**src/rtl/cmult_stream.sv**
```systemverilog
`default_nettype none
`timescale 1ns/1ps
// ============================================================================
//  Module   : cmult_stream
//  Brief    : Streaming complex multiplier p = a*b or a*conj(b) with valid/ready
//             backpressure, round-half-up rescale, overflow flag and a sideband
//             tag. Define CMULT_STREAM_SAT_EN to saturate overflowed components.
//  Revision : 1.0  initial release
// ============================================================================
module cmult_stream #(
    parameter int AWIDTH  = 16,
    parameter int BWIDTH  = 16,
    parameter int PWIDTH  = 16,
    parameter int SRABITS = 15,
    parameter int TWIDTH  = 4
) (
    input  logic                     clk,
    input  logic                     rst,
    input  logic                     s_valid,
    output logic                     s_ready,
    input  logic signed [AWIDTH-1:0] s_ar,
    input  logic signed [AWIDTH-1:0] s_ai,
    input  logic signed [BWIDTH-1:0] s_br,
    input  logic signed [BWIDTH-1:0] s_bi,
    input  logic                     s_conj,
    input  logic [TWIDTH-1:0]        s_tag,
    output logic                     m_valid,
    input  logic                     m_ready,
    output logic [PWIDTH-1:0]        m_pr,
    output logic [PWIDTH-1:0]        m_pi,
    output logic [TWIDTH-1:0]        m_tag,
    output logic                     m_ovf,
    input  logic                     ovf_clr,
    output logic                     ovf_sticky
);
    localparam int FW  = AWIDTH + BWIDTH + 2;
    localparam int RW  = FW - SRABITS;
    localparam int AW1 = AWIDTH + 1;
    localparam int BW1 = BWIDTH + 1;
    localparam int BW2 = BWIDTH + 2;
    localparam logic signed [FW-1:0] c_rnd = FW'(1) << (SRABITS - 1);

    logic w_ce;
    assign w_ce    = m_ready || !m_valid;
    assign s_ready = w_ce;

    // Valid and tag for stages 1..5 travel as shift registers.
    logic [4:0]             r_vld;
    logic [4:0][TWIDTH-1:0] r_tag;

    logic signed [AWIDTH-1:0] r_s1_ar, r_s1_ai;
    logic signed [BWIDTH-1:0] r_s1_br, r_s1_bi;
    logic                     r_s1_conj;

    logic signed [AWIDTH-1:0] r_s2_ar, r_s2_ai;
    logic signed [BWIDTH-1:0] r_s2_br;
    logic signed [AW1-1:0]    r_s2_sa;
    logic signed [BW2-1:0]    r_s2_dbr, r_s2_sbr;

    logic signed [FW-1:0]     r_s3_k1, r_s3_k2, r_s3_k3;
    logic signed [FW-1:0]     r_s4_pr, r_s4_pi;

    logic signed [PWIDTH-1:0] r_s5_pr, r_s5_pi;
    logic                     r_s5_ovf;

    // bi' carries one extra bit so negating the most negative value is exact.
    logic signed [BW1-1:0]    w_bi_c;
    logic signed [AW1-1:0]    w_sa;
    logic signed [BW2-1:0]    w_dbr, w_sbr;

    assign w_bi_c = r_s1_conj ? -BW1'(r_s1_bi) : BW1'(r_s1_bi);
    assign w_sa   = AW1'(r_s1_ar) + AW1'(r_s1_ai);
    assign w_dbr  = BW2'(w_bi_c) - BW2'(r_s1_br);
    assign w_sbr  = BW2'(r_s1_br) + BW2'(w_bi_c);

    logic signed [RW-1:0]     w_rr_pr, w_rr_pi;
    logic signed [PWIDTH-1:0] w_q_pr, w_q_pi;
    logic                     w_ovf;

    assign w_rr_pr = RW'(r_s4_pr >>> SRABITS);
    assign w_rr_pi = RW'(r_s4_pi >>> SRABITS);

    generate
        if (PWIDTH < RW) begin : g_narrow
            logic [RW-PWIDTH:0] w_top_r, w_top_i;
            logic               w_ovf_r, w_ovf_i;
            assign w_top_r = w_rr_pr[RW-1:PWIDTH-1];
            assign w_top_i = w_rr_pi[RW-1:PWIDTH-1];
            // In range only if every bit above the result sign matches it.
            assign w_ovf_r = !((&w_top_r) || !(|w_top_r));
            assign w_ovf_i = !((&w_top_i) || !(|w_top_i));
            assign w_ovf   = w_ovf_r || w_ovf_i;
`ifdef CMULT_STREAM_SAT_EN
            localparam logic [PWIDTH-1:0] c_pmax = {1'b0, {(PWIDTH-1){1'b1}}};
            localparam logic [PWIDTH-1:0] c_pmin = {1'b1, {(PWIDTH-1){1'b0}}};
            assign w_q_pr = w_ovf_r ? (w_rr_pr[RW-1] ? c_pmin : c_pmax) : w_rr_pr[PWIDTH-1:0];
            assign w_q_pi = w_ovf_i ? (w_rr_pi[RW-1] ? c_pmin : c_pmax) : w_rr_pi[PWIDTH-1:0];
`else
            assign w_q_pr = w_rr_pr[PWIDTH-1:0];
            assign w_q_pi = w_rr_pi[PWIDTH-1:0];
`endif
        end else begin : g_wide
            assign w_q_pr = PWIDTH'(w_rr_pr);
            assign w_q_pi = PWIDTH'(w_rr_pi);
            assign w_ovf  = 1'b0;
        end
    endgenerate

    always_ff @(posedge clk or posedge rst) begin
        if (rst) begin
            r_vld     <= '0;
            r_tag     <= '0;
            r_s1_ar   <= '0;
            r_s1_ai   <= '0;
            r_s1_br   <= '0;
            r_s1_bi   <= '0;
            r_s1_conj <= 1'b0;
            r_s2_ar   <= '0;
            r_s2_ai   <= '0;
            r_s2_br   <= '0;
            r_s2_sa   <= '0;
            r_s2_dbr  <= '0;
            r_s2_sbr  <= '0;
            r_s3_k1   <= '0;
            r_s3_k2   <= '0;
            r_s3_k3   <= '0;
            r_s4_pr   <= '0;
            r_s4_pi   <= '0;
            r_s5_pr   <= '0;
            r_s5_pi   <= '0;
            r_s5_ovf  <= 1'b0;
            m_valid   <= 1'b0;
            m_pr      <= '0;
            m_pi      <= '0;
            m_tag     <= '0;
            m_ovf     <= 1'b0;
        end else if (w_ce) begin
            r_vld     <= {r_vld[3:0], s_valid};
            r_tag     <= {r_tag[3:0], s_tag};
            r_s1_ar   <= s_ar;
            r_s1_ai   <= s_ai;
            r_s1_br   <= s_br;
            r_s1_bi   <= s_bi;
            r_s1_conj <= s_conj;
            r_s2_ar   <= r_s1_ar;
            r_s2_ai   <= r_s1_ai;
            r_s2_br   <= r_s1_br;
            r_s2_sa   <= w_sa;
            r_s2_dbr  <= w_dbr;
            r_s2_sbr  <= w_sbr;
            // Three-multiplier form: pr = k1 - k3, pi = k1 + k2.
            r_s3_k1   <= FW'(r_s2_br) * FW'(r_s2_sa);
            r_s3_k2   <= FW'(r_s2_ar) * FW'(r_s2_dbr);
            r_s3_k3   <= FW'(r_s2_ai) * FW'(r_s2_sbr);
            r_s4_pr   <= r_s3_k1 - r_s3_k3 + c_rnd;
            r_s4_pi   <= r_s3_k1 + r_s3_k2 + c_rnd;
            r_s5_pr   <= w_q_pr;
            r_s5_pi   <= w_q_pi;
            r_s5_ovf  <= w_ovf;
            m_valid   <= r_vld[4];
            m_pr      <= r_s5_pr;
            m_pi      <= r_s5_pi;
            m_tag     <= r_tag[4];
            m_ovf     <= r_s5_ovf;
        end
    end

    always_ff @(posedge clk or posedge rst) begin
        if (rst) begin
            ovf_sticky <= 1'b0;
        end else if (m_valid && m_ready && m_ovf) begin
            ovf_sticky <= 1'b1;
        end else if (ovf_clr) begin
            ovf_sticky <= 1'b0;
        end
    end
endmodule
`default_nettype wire

```
**config.mk**
```make
export PLATFORM = sky130hd
export DESIGN_NAME = cmult_stream
export DESIGN_NICKNAME = d
export VERILOG_FILES = /design/src/rtl/cmult_stream.sv
export SDC_FILE = /design/constraint.sdc
export NUM_CORES = 2
export LEC_CHECK = 0
export BUFFER_PORTS_ARGS = -buffer_cell sky130_fd_sc_hd__buf_4
export CAP_MARGIN = 15
export CORE_UTILIZATION = 35
export CTS_CLUSTER_SIZE = 20
export DETAILED_ROUTE_END_ITERATION = 8
export PLACE_DENSITY_LB_ADDON = 0.15
export SYNTH_ARGS = -nofsm -noshare
export SYNTH_HDL_FRONTEND = slang
export SYNTH_SLANG_ARGS = --single-unit
```
**constraint.sdc**
```tcl
create_clock -name clk -period 14 [get_ports clk]
set_input_delay 2.8 -clock clk [delete_from_list [all_inputs] [get_ports clk]]
set_output_delay 2.8 -clock clk [all_outputs]
set_load 0.05 [all_outputs]
```
After elaboration in Yosys (flattened, before gate mapping)
Index checks and enable logic that the tools add are counted.

Memories: 0. Bits in latches: 0. Bits of input ports: 74. Memory bits (read-only): 0. Memory bits (writable): 0. Word-level logic and storage cells: 61. Register bits: 433.

Bitwise logic cells: 0. Divide/modulo/power cells: 0. Multiply operators: 3. Eq/ne operators: 0. Add/subtract/negate cells: 8. Magnitude comparators: 0. Shift operators: 0. Reductions and logical operators: 16. Multiplexer cells: 3.

Operators with widths (count): $add 34x16->34 const B (2); $mul 16x18->34 (2); $add 34x34->34 (1); $sub 34x34->34 (1); $mul 16x17->33 (1); $add 16x17->18 (1); $sub 17x16->18 (1); $add 16x16->17 (1); $mux 17 (1); $neg 16->17 (1); $reduce_and 4->1 (2); $reduce_or 4->1 (2); $logic_not 1->1 (5); $logic_or 1x1->1 (4); $logic_and 1x1->1 (2); $mux 1 (2); $reduce_bool 2->1 (1).

Depth between registers and ports, before layout
Word-level depth: 5. Gate-level depth with buffers: 25.

Least setup slack after synthesis
No wires, ideal clock.

Path kind: input to output. Start point: input m_ready. End point: output s_ready. Data arrival time: 3869 ps. Cell stages on the path: 4. Slack: 7331 ps. Data required time: 11200 ps. Path buffers: 2. Cell sequence: nor2b_1 > inv_2 > clkbuf_1 > clkbuf_1.

Longest elaborated chain between the ends: 1.

Ends and longest elaborated chain: start: declaration (line 28) `input logic m_ready,`; $logic_or 1x1->1 (line 44) `assign w_ce = m_ready || !m_valid;`; end: declaration (line 20) `output logic s_ready,`.

Every way passes these cells.

Final worst setup path
Start point: register r_s2_dbr[13]. End point: register r_s3_k2[32].

Longest elaborated chain between the ends: 1.

Ends and longest elaborated chain: start: declaration (line 58) `logic signed [BW2-1:0] r_s2_dbr, r_s2_sbr;`; start signal: assignment (line 149) `r_s2_dbr <= w_dbr;`; $mul 16x18->34 (line 153) `r_s3_k2 <= FW'(r_s2_ar) * FW'(r_s2_dbr);`; end signal: assignment (line 153); end: declaration (line 60) `logic signed [FW-1:0] r_s3_k1, r_s3_k2, r_s3_k3;`.

Every way passes these cells. A chain may end at the register's enable or synchronous reset.

==> results by stage <==
Status:
- The run finished with clean final reports.

Worst setup path:
- Data arrives at the worst endpoint at roughly 7.6 ns.
- In this run the critical register-to-register path is launched from r_s2_dbr[13].
- The worst register-to-register path has a setup slack of 6.94 ns.
- STA puts the critical path data required time at roughly 15 ns.
- Of all nets on the critical path, the largest fanout is 17.
- The critical path class is flop to flop.
- The kind of end point of the critical path is a flop.
- STA classifies the critical path startpoint as a flop.
- For the worst flop-to-flop path, the logic depth is 21.
- The worst register-to-register path ends at r_s3_k2[32].

STA:
- The fmax is around 140 MHz.
- Once routing completed, OpenROAD measured the worst setup slack at 6.94 ns.
- Clock skew on the completed layout was measured at between 0.03 and 0.04 ns.
- The worst path in the final design needs a cycle of 7.06 ns, including I/O delays and setup.
- The max-slew violation total from the final report is 0.
- Setup repair after global routing left no endpoint under its margin.
- The number of setup violations in the final report is 0.
- The setup total negative slack is 0 ns.
- The measured slew at the worst slew-check pin is just over 1 ns.
- In the finished design, the share of the clock period the worst path needs comes to 0.504.
- The worst slew slack as a fraction of its limit is 0.320.
- The number of hold violations in the final report is 0.

Flow run:
- Max-cap violations in this run came to 0.

Die:
- For this configuration, the core starts out at a cell density of 0.354.
- The floorplan core area is between 100,000 and 150,000 um^2.
- The number of top-level design ports is ~110.
- The die covers 149,000 um^2.
- The row count is between 100 and 150.
- The floorplan die height is 386 um.
- The floorplan step set the die width to between 300 and 400 um.

Place:
- Buffers placed on the I/O ports in this run total 113.
- Prior to clock tree synthesis, the placed netlist has a worst setup slack of 7.01 ns.
- Detailed placement ended at an HPWL of around 120,000 um.
- The routability congestion estimate is roughly 0.87.

Yosys:
- Yosys printed 0 warnings.
- The cell area that synthesis handed to floorplanning was roughly 52,000 um^2.
- The area share of the largest cell type after synthesis is 0.333.
- The share of the Yosys chip area taken by registers is 0.194.
- The number of nets in the synthesized netlist is a little over 7,000.
- The synthesized design contains 0 enable-type register cells.
- The number of library cell types mapped by synthesis is roughly 80.
- sky130_fd_sc_hd__fa_1 takes more of the synthesized area than any other cell.
- The most used flip-flop cell after synthesis is sky130_fd_sc_hd__dfrtp_1.
- The mean area per synthesized cell is slightly above 9 um^2.
- The share of async-settable or async-resettable flops after synthesis is 1.00.
- Synthesis produced a netlist whose cell count is 5,709.
- By area the synthesized netlist is led by sky130_fd_sc_hd__fa_1 (33%), sky130_fd_sc_hd__dfrtp_1 (19%), sky130_fd_sc_hd__ha_1 (10%).
- Synthesis inferred roughly 400 register bits.

Layout:
- The signed area change from the synthesized netlist to the final layout is 8.78%.
- For this run, the post-layout net count is between 7,000 and 8,000.
- In the layout the commonest cells are sky130_fd_sc_hd__nand2_1 (1,160), sky130_fd_sc_hd__inv_1 (1,006), sky130_fd_sc_hd__fa_1 (859).
- The count of fill cells added during filler insertion is approximately 15,000.
- The share of layout cells above drive strength 1 is 0.0489.
- The leading cell type in the layout, fill and taps excluded is sky130_fd_sc_hd__nand2_1.

Detailed routing:
- The number of search-and-repair iterations in the first detailed-routing pass is 5.
- After detailed routing, the number of remaining DRC violations is 0.
- Detailed routing inserted a total of 36,977 vias.
- After detailed routing, the average wire length per cell comes to between 15 and 20 um.
- The final antenna-violating net count is 0.
- The starting DRC count in detailed routing is roughly 2,200.
- After detailed routing, the total wire length is 151,000 um.
- The via density per instance is approximately 4.8.

Clock network:
- The tree is rooted in a sky130_fd_sc_hd__clkbuf_16.
- In this run, post-CTS hold repair placed 0 buffers.
- The maximum level of the CTS H-tree is 2.
- The post-CTS clock slew at the launch and capture registers of the worst setup and hold paths is approximately 0.060 ns.
- The later pin in the worst-skew pair is clocked with a latency of approximately 0.65 ns.
- Gates resized during post-CTS repair numbered 0.
- The maximum number of buffers from clock root to sink is 3.
- The number of setup buffers added after CTS is 0.
- The clock net in this run drives a total of 401 sinks.
- The number of buffers created by CTS is between 50 and 60.
- TritonCTS built the clock tree.

GRT:
- Summed over all layers, the global routing overflow is 0.
- In the global route stage, overall resource usage came out at 0.207.
- The largest net degree at the start of global routing is between 150 and 200.
- The via count of the first global-routing pass was between 30,000 and 40,000.
- The number of antenna violations at the first check in global routing came to 4.
- The first global-routing pass estimated about 240,000 um of wire.

Worst hold path:
- The class of the most critical hold timing path is flop to flop.
- The number of cells on the worst hold path is 2.
- The worst hold path begins at r_s4_pr[17].
- The worst hold path terminates at r_s5_pr[2].
-- per-layer routing --
layer,wire length [um],up-vias,GRT usage
met5,0,-,0
met4,3430,0,0.0456
met3,6880,136,0.0246
met2,68500,818,0.326
met1,71900,18625,0.304
li1,-,17398,-
-- kinds of logic (layout without fill, tap and decap cells) --
family	Yosys count	in the layout	share of synthesized area
other	0	2	0
buffers and inverters	1236	1252	0.0897
xor gates and xnor gates	192	192	0.0325
DFF	401	401	0.194
and+or+nand+nor	1973	1973	0.171
adders and majority gates	1292	1292	0.437
muxes	8	8	0.00160
AOI/OAI and AO/OA	607	607	0.0734
-- per-stage QoR --
stage | cells | instance area, um^2 | util | hold slack, ns
2_1_floorplan | 5709 | 51700 | - | 0.430
3_3_place_gp | 7547 | 54400 | 0.373 | 0.445
3_5_place_dp | 7547 | 54400 | 0.373 | 0.453
4_1_cts | 7642 | 56200 | 0.385 | 0.457
5_1_grt | 7642 | 56200 | 0.385 | 0.486
6_report | 7644 | 56300 | 0.385 | 0.457
-- flip-flops by register name (all words and copies together), names as in the netlist, 17 cells and up --
| register | count |
|---|---|
| r_s2_dbr | 18 |
| r_s2_sa | 17 |
| r_s2_sbr | 17 |
| r_s3_k1 | 33 |
| r_s3_k2 | 34 |
| r_s3_k3 | 34 |
| r_s4_pi | 19 |
| r_s4_pr | 19 |
| r_tag | 20 |
-- critical path, stage by stage, from the launching register on --
cell                        delay, ns
sky130_fd_sc_hd__dfrtp_1         0.90
sky130_fd_sc_hd__nand2_1         0.19
sky130_fd_sc_hd__fa_1            0.56
sky130_fd_sc_hd__fa_1            0.53
sky130_fd_sc_hd__fa_1            0.52
sky130_fd_sc_hd__inv_1           0.06
sky130_fd_sc_hd__fa_1            0.48
sky130_fd_sc_hd__fa_1            0.52
sky130_fd_sc_hd__inv_1           0.05
sky130_fd_sc_hd__fa_1            0.54
sky130_fd_sc_hd__inv_1           0.06
sky130_fd_sc_hd__ha_1            0.34
sky130_fd_sc_hd__a21oi_1         0.25
sky130_fd_sc_hd__nand2_1         0.10
sky130_fd_sc_hd__a2111oi_2       0.23
sky130_fd_sc_hd__nor2_1          0.22
sky130_fd_sc_hd__a2111oi_4       0.40
sky130_fd_sc_hd__o41ai_2         0.19
sky130_fd_sc_hd__a211o_1         0.29
sky130_fd_sc_hd__a21oi_1         0.17
sky130_fd_sc_hd__xor2_1          0.19
sky130_fd_sc_hd__o21ai_1         0.07
-- area by class of cell --
type                            count  area, um^2  share of cell area
Antenna cell                        2        5.00           0.0000890
Sequential cell                   401       10000               0.178
Inverter                         1008        3800              0.0675
Clock inverter                     25         314             0.00558
Tap cell                         1917        2400              0.0426
Clock buffer                       70        1500              0.0266
Multi-Input combinational cell   4072       37000               0.659
Timing Repair Buffer              149        1160              0.0206
-- how the worst max path moves through the flow --
stage | startpoint | slack (ns) | end | cells after the start
floorplan | rst | 0.05 | m_ovf | 1
global placement | r_s2_dbr[13] | 7.10 | r_s3_k2[32] | 21
detailed placement | r_s2_dbr[13] | 7.01 | r_s3_k2[32] | 21
CTS | r_s2_dbr[13] | 6.99 | r_s3_k2[32] | 21
global route | r_s2_dbr[11] | 6.61 | r_s3_k2[32] | 21
finish | r_s2_dbr[13] | 6.94 | r_s3_k2[32] | 21
-- synthesized netlist by cell type (all sizes together) (34+ instances only) --
master	instances
fa	859
nand2	1161
ha	433
nor2	203
inv	1008
a21oi	212
xor2	67
nand2b	36
o21ai	173
dfrtp	401
and2	400
clkbuf	209
nand3	52
a21o	40
nor3	34
xnor2	125
Power is left out: the tool's default activity adds up to more than one toggle a clock period on the data nets, which glitch-free logic cannot reach.
